File: src/rtl/sram2axi_pkg.sv
// Shared types and constants for the SRAM-to-AXI4-Lite bridge.
package sram2axi_pkg;

  typedef enum logic [2:0] {
    IDLE,
    AR,
    R,
    AW_W,
    B
  } state_t;

  localparam logic [1:0] AXI_RESP_OKAY    = 2'b00;
  localparam logic [2:0] AXI_PROT_DEFAULT = 3'b000;

  // Grant index width, kept at least one bit so a single-port build still has a legal vector.
  function automatic int idx_width(input int n);
    return (n > 1) ? $clog2(n) : 1;
  endfunction

endpackage

File: src/rtl/sram2axi4_lite_arb_if.sv
// AXI4-Lite channel bundle between the bridge (master) and the interconnect (slave).
interface sram2axi4_lite_arb_if #(
  parameter int ADDR_WIDTH = 32,
  parameter int DATA_WIDTH = 32
);

  logic                    ar_valid;
  logic                    ar_ready;
  logic [ADDR_WIDTH-1:0]   ar_addr;
  logic [2:0]              ar_prot;

  logic                    aw_valid;
  logic                    aw_ready;
  logic [ADDR_WIDTH-1:0]   aw_addr;
  logic [2:0]              aw_prot;

  logic                    rd_valid;
  logic                    rd_ready;
  logic [DATA_WIDTH-1:0]   rd_data;
  logic [1:0]              rd_resp;

  logic                    wd_valid;
  logic                    wd_ready;
  logic [DATA_WIDTH-1:0]   wd_data;
  logic [DATA_WIDTH/8-1:0] wstrb;

  logic                    wr_valid;
  logic                    wr_ready;
  logic [1:0]              wr_breap;

  modport master (
    output ar_valid, ar_addr, ar_prot, input ar_ready,
    output aw_valid, aw_addr, aw_prot, input aw_ready,
    input  rd_valid, rd_data, rd_resp, output rd_ready,
    output wd_valid, wd_data, wstrb, input wd_ready,
    input  wr_valid, wr_breap, output wr_ready
  );

  modport slave (
    input  ar_valid, ar_addr, ar_prot, output ar_ready,
    input  aw_valid, aw_addr, aw_prot, output aw_ready,
    output rd_valid, rd_data, rd_resp, input rd_ready,
    input  wd_valid, wd_data, wstrb, output wd_ready,
    output wr_valid, wr_breap, input wr_ready
  );

endinterface

File: src/rtl/sram2axi_arbiter.sv
// Combinational requester grant. With SRAM2AXI_RR_ARB_EN defined it is round-robin
// from a pointer register; otherwise fixed priority with the lowest index winning.
module sram2axi_arbiter
  import sram2axi_pkg::*;
#(
  parameter int NUM_PORTS = 2,
  parameter int IDX_W     = 1
) (
  input  logic                 aclk,
  input  logic                 reset,
  input  logic [NUM_PORTS-1:0] req,
  input  logic                 take,
  output logic                 grant_valid,
  output logic [NUM_PORTS-1:0] grant_oh,
  output logic [IDX_W-1:0]     grant_idx
);

  logic [IDX_W-1:0] ptr;
  int               cand;

`ifdef SRAM2AXI_RR_ARB_EN
  // Pointer moves just past the port that was granted, so that port goes to the back of the queue.
  always_ff @(posedge aclk) begin
    if (!reset) begin
      ptr <= '0;
    end else if (take && grant_valid) begin
      ptr <= (int'(grant_idx) == NUM_PORTS - 1) ? '0 : grant_idx + IDX_W'(1);
    end
  end
`else
  logic unused_rr;
  assign ptr       = '0;
  assign unused_rr = ^{aclk, reset, take};
`endif

  always_comb begin
    grant_valid = 1'b0;
    grant_oh    = '0;
    grant_idx   = '0;
    cand        = 0;
    for (int i = 0; i < NUM_PORTS; i++) begin
      cand = int'(ptr) + i;
      if (cand >= NUM_PORTS) begin
        cand = cand - NUM_PORTS;
      end
      if (!grant_valid && req[cand]) begin
        grant_valid    = 1'b1;
        grant_oh[cand] = 1'b1;
        grant_idx      = IDX_W'(cand);
      end
    end
  end

endmodule

File: src/rtl/sram2axi4_lite_arb.sv
// Multi-port SRAM-to-AXI4-Lite bridge, one transaction in flight at a time.
// Define SRAM2AXI_RR_ARB_EN for round-robin arbitration (default: fixed priority).
module sram2axi4_lite_arb
  import sram2axi_pkg::*;
#(
  parameter int ADDR_WIDTH = 32,
  parameter int DATA_WIDTH = 32,
  parameter int NUM_PORTS  = 2
) (
  input  logic                              aclk,
  input  logic                              reset,
  input  logic [NUM_PORTS-1:0]              ce,
  input  logic [NUM_PORTS-1:0]              we,
  input  logic [NUM_PORTS*ADDR_WIDTH-1:0]   addr,
  input  logic [NUM_PORTS*DATA_WIDTH-1:0]   wdata,
  input  logic [NUM_PORTS*DATA_WIDTH/8-1:0] wmask,
  output logic [DATA_WIDTH-1:0]             rdata,
  output logic [NUM_PORTS-1:0]              rdata_valid,
  output logic [NUM_PORTS-1:0]              write_finish,
  output logic [NUM_PORTS-1:0]              resp_err,
  sram2axi4_lite_arb_if.master              axi
);

  localparam int STRB_W = DATA_WIDTH / 8;
  localparam int IDX_W  = idx_width(NUM_PORTS);

  state_t                 state;
  logic [NUM_PORTS-1:0]   owner_oh;
  logic [ADDR_WIDTH-1:0]  cap_addr;
  logic [DATA_WIDTH-1:0]  cap_wdata;
  logic [STRB_W-1:0]      cap_wmask;
  logic                   ar_valid_q;
  logic                   aw_valid_q;
  logic                   wd_valid_q;
  logic                   rd_ready_q;
  logic                   wr_ready_q;
  logic                   aw_done;
  logic                   w_done;

  logic                   grant_valid;
  logic [NUM_PORTS-1:0]   grant_oh;
  logic [IDX_W-1:0]       grant_idx;
  logic                   aw_fin;
  logic                   w_fin;
  logic                   rd_hs;
  logic                   b_hs;

  sram2axi_arbiter #(
    .NUM_PORTS (NUM_PORTS),
    .IDX_W     (IDX_W)
  ) u_arbiter (
    .aclk        (aclk),
    .reset       (reset),
    .req         (ce),
    .take        (state == IDLE),
    .grant_valid (grant_valid),
    .grant_oh    (grant_oh),
    .grant_idx   (grant_idx)
  );

  // AW and W finish independently; a handshake in the current cycle counts as done.
  assign aw_fin = aw_done | (aw_valid_q & axi.aw_ready);
  assign w_fin  = w_done  | (wd_valid_q & axi.wd_ready);
  assign rd_hs  = rd_ready_q & axi.rd_valid;
  assign b_hs   = wr_ready_q & axi.wr_valid;

  always_ff @(posedge aclk) begin
    if (!reset) begin
      state      <= IDLE;
      owner_oh   <= '0;
      cap_addr   <= '0;
      cap_wdata  <= '0;
      cap_wmask  <= '0;
      ar_valid_q <= 1'b0;
      aw_valid_q <= 1'b0;
      wd_valid_q <= 1'b0;
      rd_ready_q <= 1'b0;
      wr_ready_q <= 1'b0;
      aw_done    <= 1'b0;
      w_done     <= 1'b0;
    end else begin
      case (state)
        IDLE: begin
          if (grant_valid) begin
            owner_oh  <= grant_oh;
            cap_addr  <= addr[int'(grant_idx)*ADDR_WIDTH +: ADDR_WIDTH];
            cap_wdata <= wdata[int'(grant_idx)*DATA_WIDTH +: DATA_WIDTH];
            cap_wmask <= wmask[int'(grant_idx)*STRB_W +: STRB_W];
            if (we[grant_idx]) begin
              state      <= AW_W;
              aw_valid_q <= 1'b1;
              wd_valid_q <= 1'b1;
              aw_done    <= 1'b0;
              w_done     <= 1'b0;
            end else begin
              state      <= AR;
              ar_valid_q <= 1'b1;
            end
          end
        end
        AR: begin
          if (axi.ar_ready) begin
            ar_valid_q <= 1'b0;
            rd_ready_q <= 1'b1;
            state      <= R;
          end
        end
        R: begin
          if (axi.rd_valid) begin
            rd_ready_q <= 1'b0;
            state      <= IDLE;
          end
        end
        AW_W: begin
          if (aw_valid_q && axi.aw_ready) begin
            aw_valid_q <= 1'b0;
            aw_done    <= 1'b1;
          end
          if (wd_valid_q && axi.wd_ready) begin
            wd_valid_q <= 1'b0;
            w_done     <= 1'b1;
          end
          if (aw_fin && w_fin) begin
            aw_done    <= 1'b0;
            w_done     <= 1'b0;
            wr_ready_q <= 1'b1;
            state      <= B;
          end
        end
        B: begin
          if (axi.wr_valid) begin
            wr_ready_q <= 1'b0;
            state      <= IDLE;
          end
        end
        default: begin
          state <= IDLE;
        end
      endcase
    end
  end

  assign axi.ar_valid = ar_valid_q;
  assign axi.ar_addr  = cap_addr;
  assign axi.ar_prot  = AXI_PROT_DEFAULT;
  assign axi.aw_valid = aw_valid_q;
  assign axi.aw_addr  = cap_addr;
  assign axi.aw_prot  = AXI_PROT_DEFAULT;
  assign axi.wd_valid = wd_valid_q;
  assign axi.wd_data  = cap_wdata;
  assign axi.wstrb    = cap_wmask;
  assign axi.rd_ready = rd_ready_q;
  assign axi.wr_ready = wr_ready_q;

  // Completion goes to the owner only, in the same cycle as the R/B handshake.
  assign rdata        = axi.rd_data;
  assign rdata_valid  = rd_hs ? owner_oh : '0;
  assign write_finish = b_hs ? owner_oh : '0;
  assign resp_err     = ((rd_hs && (axi.rd_resp != AXI_RESP_OKAY)) ||
                         (b_hs && (axi.wr_breap != AXI_RESP_OKAY))) ? owner_oh : '0;

endmodule
File: src/flat_wrapper.sv
// flat-port wrapper written by rule: the top's interface ports become plain ports
module sram2axi4_lite_arb_flat import sram2axi_pkg::*;
#(
  parameter int ADDR_WIDTH = 32,
  parameter int DATA_WIDTH = 32,
  parameter int NUM_PORTS  = 2
)
  (aclk, reset, ce, we, addr, wdata, wmask, rdata, rdata_valid, write_finish, resp_err, axi_ar_valid, axi_ar_addr, axi_ar_prot, axi_ar_ready, axi_aw_valid, axi_aw_addr, axi_aw_prot, axi_aw_ready, axi_rd_valid, axi_rd_data, axi_rd_resp, axi_rd_ready, axi_wd_valid, axi_wd_data, axi_wstrb, axi_wd_ready, axi_wr_valid, axi_wr_breap, axi_wr_ready);
  sram2axi4_lite_arb_if #(.ADDR_WIDTH(ADDR_WIDTH), .DATA_WIDTH(DATA_WIDTH)) axi_i ();
  input  logic aclk;
  input  logic reset;
  input  logic [NUM_PORTS-1:0] ce;
  input  logic [NUM_PORTS-1:0] we;
  input  logic [NUM_PORTS*ADDR_WIDTH-1:0] addr;
  input  logic [NUM_PORTS*DATA_WIDTH-1:0] wdata;
  input  logic [NUM_PORTS*DATA_WIDTH/8-1:0] wmask;
  output logic [DATA_WIDTH-1:0] rdata;
  output logic [NUM_PORTS-1:0] rdata_valid;
  output logic [NUM_PORTS-1:0] write_finish;
  output logic [NUM_PORTS-1:0] resp_err;
  output wire logic [$bits(axi_i.ar_valid)-1:0] axi_ar_valid;
  output wire logic [$bits(axi_i.ar_addr)-1:0] axi_ar_addr;
  output wire logic [$bits(axi_i.ar_prot)-1:0] axi_ar_prot;
  input wire logic [$bits(axi_i.ar_ready)-1:0] axi_ar_ready;
  output wire logic [$bits(axi_i.aw_valid)-1:0] axi_aw_valid;
  output wire logic [$bits(axi_i.aw_addr)-1:0] axi_aw_addr;
  output wire logic [$bits(axi_i.aw_prot)-1:0] axi_aw_prot;
  input wire logic [$bits(axi_i.aw_ready)-1:0] axi_aw_ready;
  input wire logic [$bits(axi_i.rd_valid)-1:0] axi_rd_valid;
  input wire logic [$bits(axi_i.rd_data)-1:0] axi_rd_data;
  input wire logic [$bits(axi_i.rd_resp)-1:0] axi_rd_resp;
  output wire logic [$bits(axi_i.rd_ready)-1:0] axi_rd_ready;
  output wire logic [$bits(axi_i.wd_valid)-1:0] axi_wd_valid;
  output wire logic [$bits(axi_i.wd_data)-1:0] axi_wd_data;
  output wire logic [$bits(axi_i.wstrb)-1:0] axi_wstrb;
  input wire logic [$bits(axi_i.wd_ready)-1:0] axi_wd_ready;
  input wire logic [$bits(axi_i.wr_valid)-1:0] axi_wr_valid;
  input wire logic [$bits(axi_i.wr_breap)-1:0] axi_wr_breap;
  output wire logic [$bits(axi_i.wr_ready)-1:0] axi_wr_ready;
  assign axi_ar_valid = axi_i.ar_valid;
  assign axi_ar_addr = axi_i.ar_addr;
  assign axi_ar_prot = axi_i.ar_prot;
  assign axi_i.ar_ready = axi_ar_ready;
  assign axi_aw_valid = axi_i.aw_valid;
  assign axi_aw_addr = axi_i.aw_addr;
  assign axi_aw_prot = axi_i.aw_prot;
  assign axi_i.aw_ready = axi_aw_ready;
  assign axi_i.rd_valid = axi_rd_valid;
  assign axi_i.rd_data = axi_rd_data;
  assign axi_i.rd_resp = axi_rd_resp;
  assign axi_rd_ready = axi_i.rd_ready;
  assign axi_wd_valid = axi_i.wd_valid;
  assign axi_wd_data = axi_i.wd_data;
  assign axi_wstrb = axi_i.wstrb;
  assign axi_i.wd_ready = axi_wd_ready;
  assign axi_i.wr_valid = axi_wr_valid;
  assign axi_i.wr_breap = axi_wr_breap;
  assign axi_wr_ready = axi_i.wr_ready;
  sram2axi4_lite_arb #(.ADDR_WIDTH(ADDR_WIDTH), .DATA_WIDTH(DATA_WIDTH), .NUM_PORTS(NUM_PORTS)) u_core (.aclk(aclk), .reset(reset), .ce(ce), .we(we), .addr(addr), .wdata(wdata), .wmask(wmask), .rdata(rdata), .rdata_valid(rdata_valid), .write_finish(write_finish), .resp_err(resp_err), .axi(axi_i));
endmodule
File: config.mk
export PLATFORM = sky130hd
export DESIGN_NAME = sram2axi4_lite_arb_flat
export DESIGN_NICKNAME = d
export VERILOG_FILES = /design/src/rtl/sram2axi_pkg.sv /design/src/rtl/sram2axi4_lite_arb_if.sv /design/src/rtl/sram2axi_arbiter.sv /design/src/rtl/sram2axi4_lite_arb.sv /design/src/flat_wrapper.sv
export SDC_FILE = /design/constraint.sdc
export NUM_CORES = 1
export LEC_CHECK = 0
export CAP_MARGIN = 20
export CORE_ASPECT_RATIO = 0.9
export CORE_MARGIN = 10
export CORE_UTILIZATION = 35
export DETAILED_ROUTE_END_ITERATION = 10
export DONT_BUFFER_PORTS = 1
export PLACE_DENSITY = 0.46
export SLEW_MARGIN = 15
export SYNTH_ARGS = -nofsm -noshare
export SYNTH_HDL_FRONTEND = slang
export SYNTH_HIERARCHICAL = 1
export SYNTH_SLANG_ARGS = --single-unit
File: constraint.sdc
create_clock -name aclk -period 2.78 [get_ports aclk]
set_input_delay 0.695 -clock aclk [delete_from_list [all_inputs] [get_ports aclk]]
set_output_delay 0.695 -clock aclk [all_outputs]
set_load 0.02 [all_outputs]
==> metrics.log, run 1 <==
INFO  metric run_status = complete, no violations
INFO  metric post-route-util = 34.7%
INFO  metric setup.worst_path.end_class = primary output
INFO  metric row_count = 38
INFO  metric max_slew.worst_pin.slew = 0.522 ns
INFO  metric mappedNetlistArea = 4390 sq um
INFO  metric combPwrFrac = 23.1%
INFO  metric fp.dieArea = 17400 sq um
INFO  metric tritoncts.num_buffers = 9
INFO  metric number_of_global_route_vias_before_repair = 2943
INFO  metric count_of_unique_library_cells_instantiated_by_yosys = 35
INFO  metric power_density = 992 nW/um^2
INFO  metric fin_tns_setup = 0 ns
INFO  metric post_cts_resized = 0
INFO  metric grt_antenna_before_repair = 1
INFO  metric post_route_cells_drive_above_1_share = 16.5%
INFO  metric drcViolationCount = 0
INFO  metric most_common_cell_after_layout_fill_and_taps_aside = sky130_fd_sc_hd__dfxtp_1
INFO  metric worstPathMaxFanout = 5
INFO  metric p_sw_share = 42.2%
INFO  metric largest_buffer_count_on_any_clock_path = 2
INFO  metric grt_usage = 12.9%
INFO  metric synth_top_cell_area_share = 36.5%
INFO  metric synth_simple_gate_area_share = 11.1%
INFO  metric initialDrtViolationCount = 66
INFO  metric main_combinational_cell_family_by_area_after_synthesis = compound AO/OA/AOI/OAI gates
INFO  metric rsz0062_at_grt = no
INFO  metric yosysWarningCount = 6
INFO  metric ys_seq_elements = 80
INFO  metric postCtsHoldBufs = 0
INFO  metric hold_worst_slack = 0.472 ns
INFO  metric power_leakage = 1.53 nW
INFO  metric synth_xor_area_share = 0%
INFO  metric startpoint_type = flip-flop
INFO  metric worst_skew_pair_later_pin_latency = 0.34 ns
INFO  metric via_per_inst = 5.25
INFO  metric core = 12200 sq um
INFO  metric fmax = 480 MHz
INFO  metric hold_path_class = input port to flip-flop
INFO  metric grt_first_pass_wirelength = 18000 um
INFO  metric drt-pass1-iter-count = 4
INFO  metric final_cell_mix = sky130_fd_sc_hd__dfxtp_1, sky130_fd_sc_hd__nor2_1, sky130_fd_sc_hd__mux2i_1
INFO  metric compound_gate_portion_of_the_synthesized_area = 19.1%
INFO  metric detailroute.via_count = 2819
INFO  metric final-hold-violation-count = 0
INFO  metric clock-sinks = 80
INFO  metric clockPowerShare = 24.7%
INFO  metric cts.htree.levels = 3
INFO  metric post-cts-setup-buffers = 0
INFO  metric clk_transition_reported_paths = 0.05 ns
INFO  metric cp_data_required_time = 2.09 ns
INFO  metric netsw = 0.00177 W
INFO  metric timing.max_cap.violations = 0
INFO  metric critPathKind = flip-flop to primary output
INFO  metric max_slew_margin = 64.3%
INFO  metric final_min_period_over_clock_period = 75.0%
INFO  metric critPathArrivalTime = 1.39 ns
INFO  metric cts_tree = done
INFO  metric sequential_element_share_of_the_synthesized_area = 36.5%
INFO  metric ioPinCount = 332
INFO  metric fraction_of_synthesized_area_in_multiplexers = 16.0%
INFO  metric final-max-slew-violation-count = 0
INFO  metric route.antenna.remaining_nets = 0
INFO  metric hpwl = 9390 um
INFO  metric floorplan.die.height = 126 um
INFO  metric yosys.area_share.adder = 0%
INFO  metric grt_overflow = 0
INFO  metric internal_power = 0.00242 W
INFO  metric grt_start_max_net_pins = 73
INFO  metric floorplan.die.width = 138 um
INFO  metric detail_route.wirelength = 11800 um
INFO  metric synthesized_area_divided_by_synthesized_cell_count = 9.60 sq um
INFO  metric finClkSkew = 0.00923 ns
INFO  metric num-nets-final = 555
INFO  metric buffer_ports.inserted = 0
INFO  metric setup-violations-final = 0
INFO  metric post_synth_main_area_contributors = sky130_fd_sc_hd__dfxtp_1, sky130_fd_sc_hd__mux2i_1, sky130_fd_sc_hd__buf_4, sky130_fd_sc_hd__a211oi_2, sky130_fd_sc_hd__nor2_1
INFO  metric final_period_minus_worst_setup_slack = 2.09 ns
INFO  metric postSynthCellCount = 457
INFO  metric drt-wirelength-per-cell = 22.0 um
INFO  metric floorplan.initialDensity = 36.1%
INFO  metric irDropWorstVdd = 432 uV
INFO  metric fill_cells = 1259
INFO  metric routabilityCongestion = 0.725
INFO  metric cts_root_buf = sky130_fd_sc_hd__clkbuf_16
INFO  metric netlist.top_cell.by_area = sky130_fd_sc_hd__dfxtp_1
INFO  metric sequentialPowerShare = 52.2%
INFO  metric flow.area_growth_from_synthesis = -3.88%
## power groups by stage
stage | Clock [W] | Combinational, W | Sequential, W
2_1_floorplan | 0 | 0.00132 | 0.00193
3_3_place_gp | 0 | 0.000957 | 0.00222
3_5_place_dp | 0 | 0.000987 | 0.00223
4_1_cts | 0.00109 | 0.000984 | 0.00220
5_1_grt | 0.00114 | 0.00109 | 0.00224
6_report | 0.00104 | 0.000966 | 0.00218
## synthesized netlist by cell type
library cell and instances:
sky130_fd_sc_hd__a41oi_1 1, sky130_fd_sc_hd__inv_1 1, sky130_fd_sc_hd__clkinv_1 1, sky130_fd_sc_hd__nor3b_1 1
sky130_fd_sc_hd__a21o_1 1, sky130_fd_sc_hd__buf_2 14, sky130_fd_sc_hd__a31oi_1 2, sky130_fd_sc_hd__and2_1 4
sky130_fd_sc_hd__nor4b_4 1, sky130_fd_sc_hd__or2_1 1, sky130_fd_sc_hd__o211ai_1 2, sky130_fd_sc_hd__and3b_1 1
sky130_fd_sc_hd__clkbuf_1 9, sky130_fd_sc_hd__nor4bb_1 1, sky130_fd_sc_hd__a211oi_1 29, sky130_fd_sc_hd__dfxtp_1 80
sky130_fd_sc_hd__o21a_1 1, sky130_fd_sc_hd__o21ai_0 2, sky130_fd_sc_hd__nand2_1 13, sky130_fd_sc_hd__mux2i_1 70
sky130_fd_sc_hd__a2111oi_0 1, sky130_fd_sc_hd__nor4_1 1, sky130_fd_sc_hd__a21oi_1 7, sky130_fd_sc_hd__a311oi_1 1
sky130_fd_sc_hd__nor2_1 76, sky130_fd_sc_hd__nor4b_1 2, sky130_fd_sc_hd__buf_4 80, sky130_fd_sc_hd__and3_1 4
sky130_fd_sc_hd__nor3_1 3, sky130_fd_sc_hd__buf_6 4, sky130_fd_sc_hd__nor2b_1 1, sky130_fd_sc_hd__a211oi_2 39
sky130_fd_sc_hd__a2111o_1 1, sky130_fd_sc_hd__a2bb2oi_1 1, sky130_fd_sc_hd__conb_1 1
## stage by stage
step / instances / setup WS, ns / instance area, sq um / total power, W
2_1_floorplan: 462 / 0.855 / 4410 / 0.00326
3_3_place_gp: 521 / 0.746 / 3960 / 0.00318
3_5_place_dp: 521 / 0.719 / 3960 / 0.00321
4_1_cts: 536 / 0.635 / 4220 / 0.00427
5_1_grt: 536 / 0.534 / 4220 / 0.00447
6_report: 537 / 0.695 / 4220 / 0.00418
## final timing paths
check / slack, ns / cells after the start / to / startpoint
setup reg to reg: 1.11 / 4 / u_core/axi.wd_data[24] / u_core/state[1]
hold / removal: 0.47 / 1 / u_core/axi.wr_ready / axi_wr_valid
hold reg to reg: 0.48 / 2 / u_core/w_done / u_core/w_done
setup / recovery: 0.69 / 3 / resp_err[0] / u_core/axi.rd_ready
## sequential cells by signal (all words and copies together), names as in the netlist
name / count
u_core/axi.ar_addr: 32
u_core/axi.wd_data: 32
u_core/axi.wstrb: 4
u_core/state: 3
u_core/owner_oh: 2
u_core/aw_done: 1
u_core/axi.ar_valid: 1
u_core/axi.aw_valid: 1
u_core/axi.rd_ready: 1
u_core/axi.wd_valid: 1
u_core/axi.wr_ready: 1
u_core/w_done: 1
## worst max-delay path, cell delays in order (launching register included)
cell,delay [ns]
sky130_fd_sc_hd__dfxtp_1,0.55
sky130_fd_sc_hd__o211ai_1,0.15
sky130_fd_sc_hd__nand2_1,0.10
sky130_fd_sc_hd__and2_1,0.25
## cell families (layout without fill, tap and decap cells)
group	count (synthesis)	count (layout)
AND/OR/NAND/NOR	109	109
buffers and inverters	109	23
AO/OA/AOI/OAI	88	88
flip-flops	80	80
multiplexers	70	70
other	1	7
## per-layer routing
metal / wire, um / vias to the layer above / GRT usage (%)
met5: 0 / - / 0
met4: 172 / 0 / 4.34
met3: 1740 / 24 / 9.84
met2: 5780 / 172 / 20.8
met1: 4140 / 1257 / 12.5
li1: - / 1366 / -
## cell type report
cell class                      count  area (sq um)  area share [%]
Timing Repair Buffer                6          95.1            2.25
Inverter                            2          8.76           0.208
Sequential cell                    80          1600            38.0
Clock inverter                      5          25.0           0.593
Antenna cell                        1          2.50          0.0593
Clock buffer                       10           229            5.43
Multi-Input combinational cell    273          2060            48.7
Tap cell                          160           200            4.75
No activity file was read; power rests on OpenSTA's default activity.
==> inputs of run 2 (changes only) <==
PLACE_DENSITY = 0.48   (was 0.46)
clock period = 1.7 ns   (was 2.78 ns; I/O delays follow)
==> metrics.log, run 2 (same netlist as run 1, synthesis figures left out) <==
INFO  metric run_status = complete, no violations
INFO  metric setup-violations-final = 0 (unchanged)
INFO  metric irDropWorstVdd = 745 uV (+73%)
INFO  metric startpoint_type = flip-flop
INFO  metric finClkSkew = 0.00649 ns (-0.00273 ns)
INFO  metric critPathKind = flip-flop to primary output
INFO  metric drcViolationCount = 0 (unchanged)
INFO  metric via_per_inst = 5.19 (-1.2%)
INFO  metric drt-pass1-iter-count = 4 (unchanged)
INFO  metric floorplan.die.width = 138 um (unchanged)
INFO  metric critPathArrivalTime = 1.20 ns (-0.19 ns)
INFO  metric final_min_period_over_clock_period = 95.5%
INFO  metric drt-wirelength-per-cell = 21.5 um (-2.3%)
INFO  metric placed_cells_incl_taps = 539 (+3.5%)
INFO  metric core = 12200 sq um (unchanged)
INFO  metric ioPinCount = 332 (unchanged)
INFO  metric flow.area_growth_from_synthesis = 1.85%
INFO  metric num-nets-final = 577 (+4.0%)
INFO  metric floorplan.die.height = 126 um (unchanged)
INFO  metric grt_start_max_net_pins = 40 (-45%)
INFO  metric setup.worst_path.end_class = primary output
INFO  metric initialDrtViolationCount = 100 (+52%)
INFO  metric hold_path_class = input port to flip-flop
INFO  metric floorplan.initialDensity = 36.1% (unchanged)
INFO  metric detailroute.via_count = 2900 (+2.9%)
INFO  metric grt_first_pass_wirelength = 18700 um (+3.9%)
INFO  metric final-max-slew-violation-count = 0 (unchanged)
INFO  metric stdcell_count = 559 (+4.1%)
INFO  metric grt_overflow = 0 (unchanged)
INFO  metric clk_transition_reported_paths = 0.06 ns (about the same)
INFO  metric final_period_minus_worst_setup_slack = 1.62 ns
INFO  metric fmax = 616 MHz
INFO  metric largest_buffer_count_on_any_clock_path = 2 (unchanged)
INFO  metric setup_ws = 0.0763 ns (-0.618 ns)
INFO  metric worst_skew_pair_later_pin_latency = 0.34 ns (about the same)
INFO  metric fp.dieArea = 17400 sq um (unchanged)
INFO  metric power_density = 1640 nW/um^2 (+66%)
INFO  metric post_dp_cell_area = 4130 sq um (+4.4%)
INFO  metric worstPathMaxFanout = 5 (unchanged)
INFO  metric row_count = 38 (unchanged)
INFO  metric fin_tns_setup = 0 ns (unchanged)
INFO  metric dp_worst_setup_slack = -0.0143 ns (-0.733 ns)
INFO  metric grt_antenna_before_repair = 1 (unchanged)
INFO  metric buffer_ports.inserted = 0 (unchanged)
INFO  metric post_route_cells_drive_above_1_share = 22.4% (+5.9 points)
INFO  metric postCtsHoldBufs = 0 (unchanged)
INFO  metric final-hold-violation-count = 0 (unchanged)
INFO  metric grt_usage = 13.3% (+0.43 points)
INFO  metric post-route-cell-area = 4470 sq um (+6.0%)
INFO  metric cts.htree.levels = 3 (unchanged)
INFO  metric number_of_global_route_vias_before_repair = 3092 (+5.1%)
INFO  metric final_cell_mix = sky130_fd_sc_hd__dfxtp_1, sky130_fd_sc_hd__nor2_1, sky130_fd_sc_hd__mux2i_1
INFO  metric power_leakage = 1.66 nW (+9.1%)
INFO  metric cts_tree = done
INFO  metric clock-sinks = 80 (unchanged)
INFO  metric tritoncts.num_buffers = 9 (unchanged)
INFO  metric route.antenna.remaining_nets = 0 (unchanged)
INFO  metric routabilityCongestion = 0.739 (+1.8%)
INFO  metric detail_route.wirelength = 12000 um (+1.7%)
INFO  metric timing.reg2reg.setup_slack = 0.15 ns (-0.96 ns)
INFO  metric timing.max_cap.violations = 0 (unchanged)
INFO  metric most_common_cell_after_layout_fill_and_taps_aside = sky130_fd_sc_hd__dfxtp_1
INFO  metric cts_root_buf = sky130_fd_sc_hd__clkbuf_16
INFO  metric cp_data_required_time = 1.27 ns (-0.82 ns)
INFO  metric hpwl = 9460 um (+0.71%)
-- run 2: cell count changes in the layout (fill, tap and decap cells not counted), sizes merged --
cell / previous run / this run
clkbuf: 10 / 11
bufinv: 0 / 1
buf: 6 / 28
clkinv: 6 / 4
-- run 2: path summary, 6_finish.rpt --
path	startpoint	endpoint	cells past startpoint
setup / recovery	u_core/axi.rd_ready	resp_err[1]	3
hold / removal	axi_wr_valid	u_core/axi.wr_ready	1
setup reg to reg	u_core/state[0]	u_core/axi.ar_addr[23]	6
hold reg to reg	u_core/w_done	u_core/w_done	2
-- run 2: worst max-delay path: stages (launching register included) --
cell and delay [ns]:
sky130_fd_sc_hd__dfxtp_2 0.38, sky130_fd_sc_hd__o211ai_1 0.15, sky130_fd_sc_hd__nand2_1 0.11, sky130_fd_sc_hd__and2_2 0.21
-- run 2: area by class of cell --
class / instances / area, sq um
Tap cell: 160 / 200
Multi-Input combinational cell: 273 / 2070
Antenna cell: 1 / 2.50
Timing Repair Buffer: 28 / 298
Inverter: 2 / 8.76
Clock buffer: 11 / 243
Sequential cell: 80 / 1600
Fill cell: 1242 / 7700
Clock inverter: 4 / 45.0
-- run 2: repair_timing --
item	4_1_cts	5_1_grt
gates resized for setup	1	5
buffers inserted	0	4
endpoints found under the setup margin	2	7
pin swaps	0	1
-- run 2: metal layers --
layer | vias to the layer above | share of wire, % | global-route usage (%)
met5 | - | 0 | 0
met4 | 0 | 1.5 | 5.08
met3 | 20 | 12 | 7.55
met2 | 169 | 49 | 21.9
met1 | 1302 | 37 | 14.0
li1 | 1409 | - | -
-- run 2: per-stage QoR --
stage,total power (W),utilization [%],hold WS [ns]
final,0.00735,36.7,0.202
after global routing,0.00783,36.7,0.190
after CTS,0.00743,36.3,0.184
after detailed placement,0.00548,34.0,0.464
after global placement,0.00543,34.0,0.453
after floorplan,0.00533,-,0.438
-- run 2: power by group --
| group | internal [W] | total [W] | switching [W] |
|---|---|---|---|
| clock | 0.00116 | 0.00189 | 0.000732 |
| combinational | 0.000876 | 0.00194 | 0.00106 |
| sequential | 0.00234 | 0.00352 | 0.00118 |
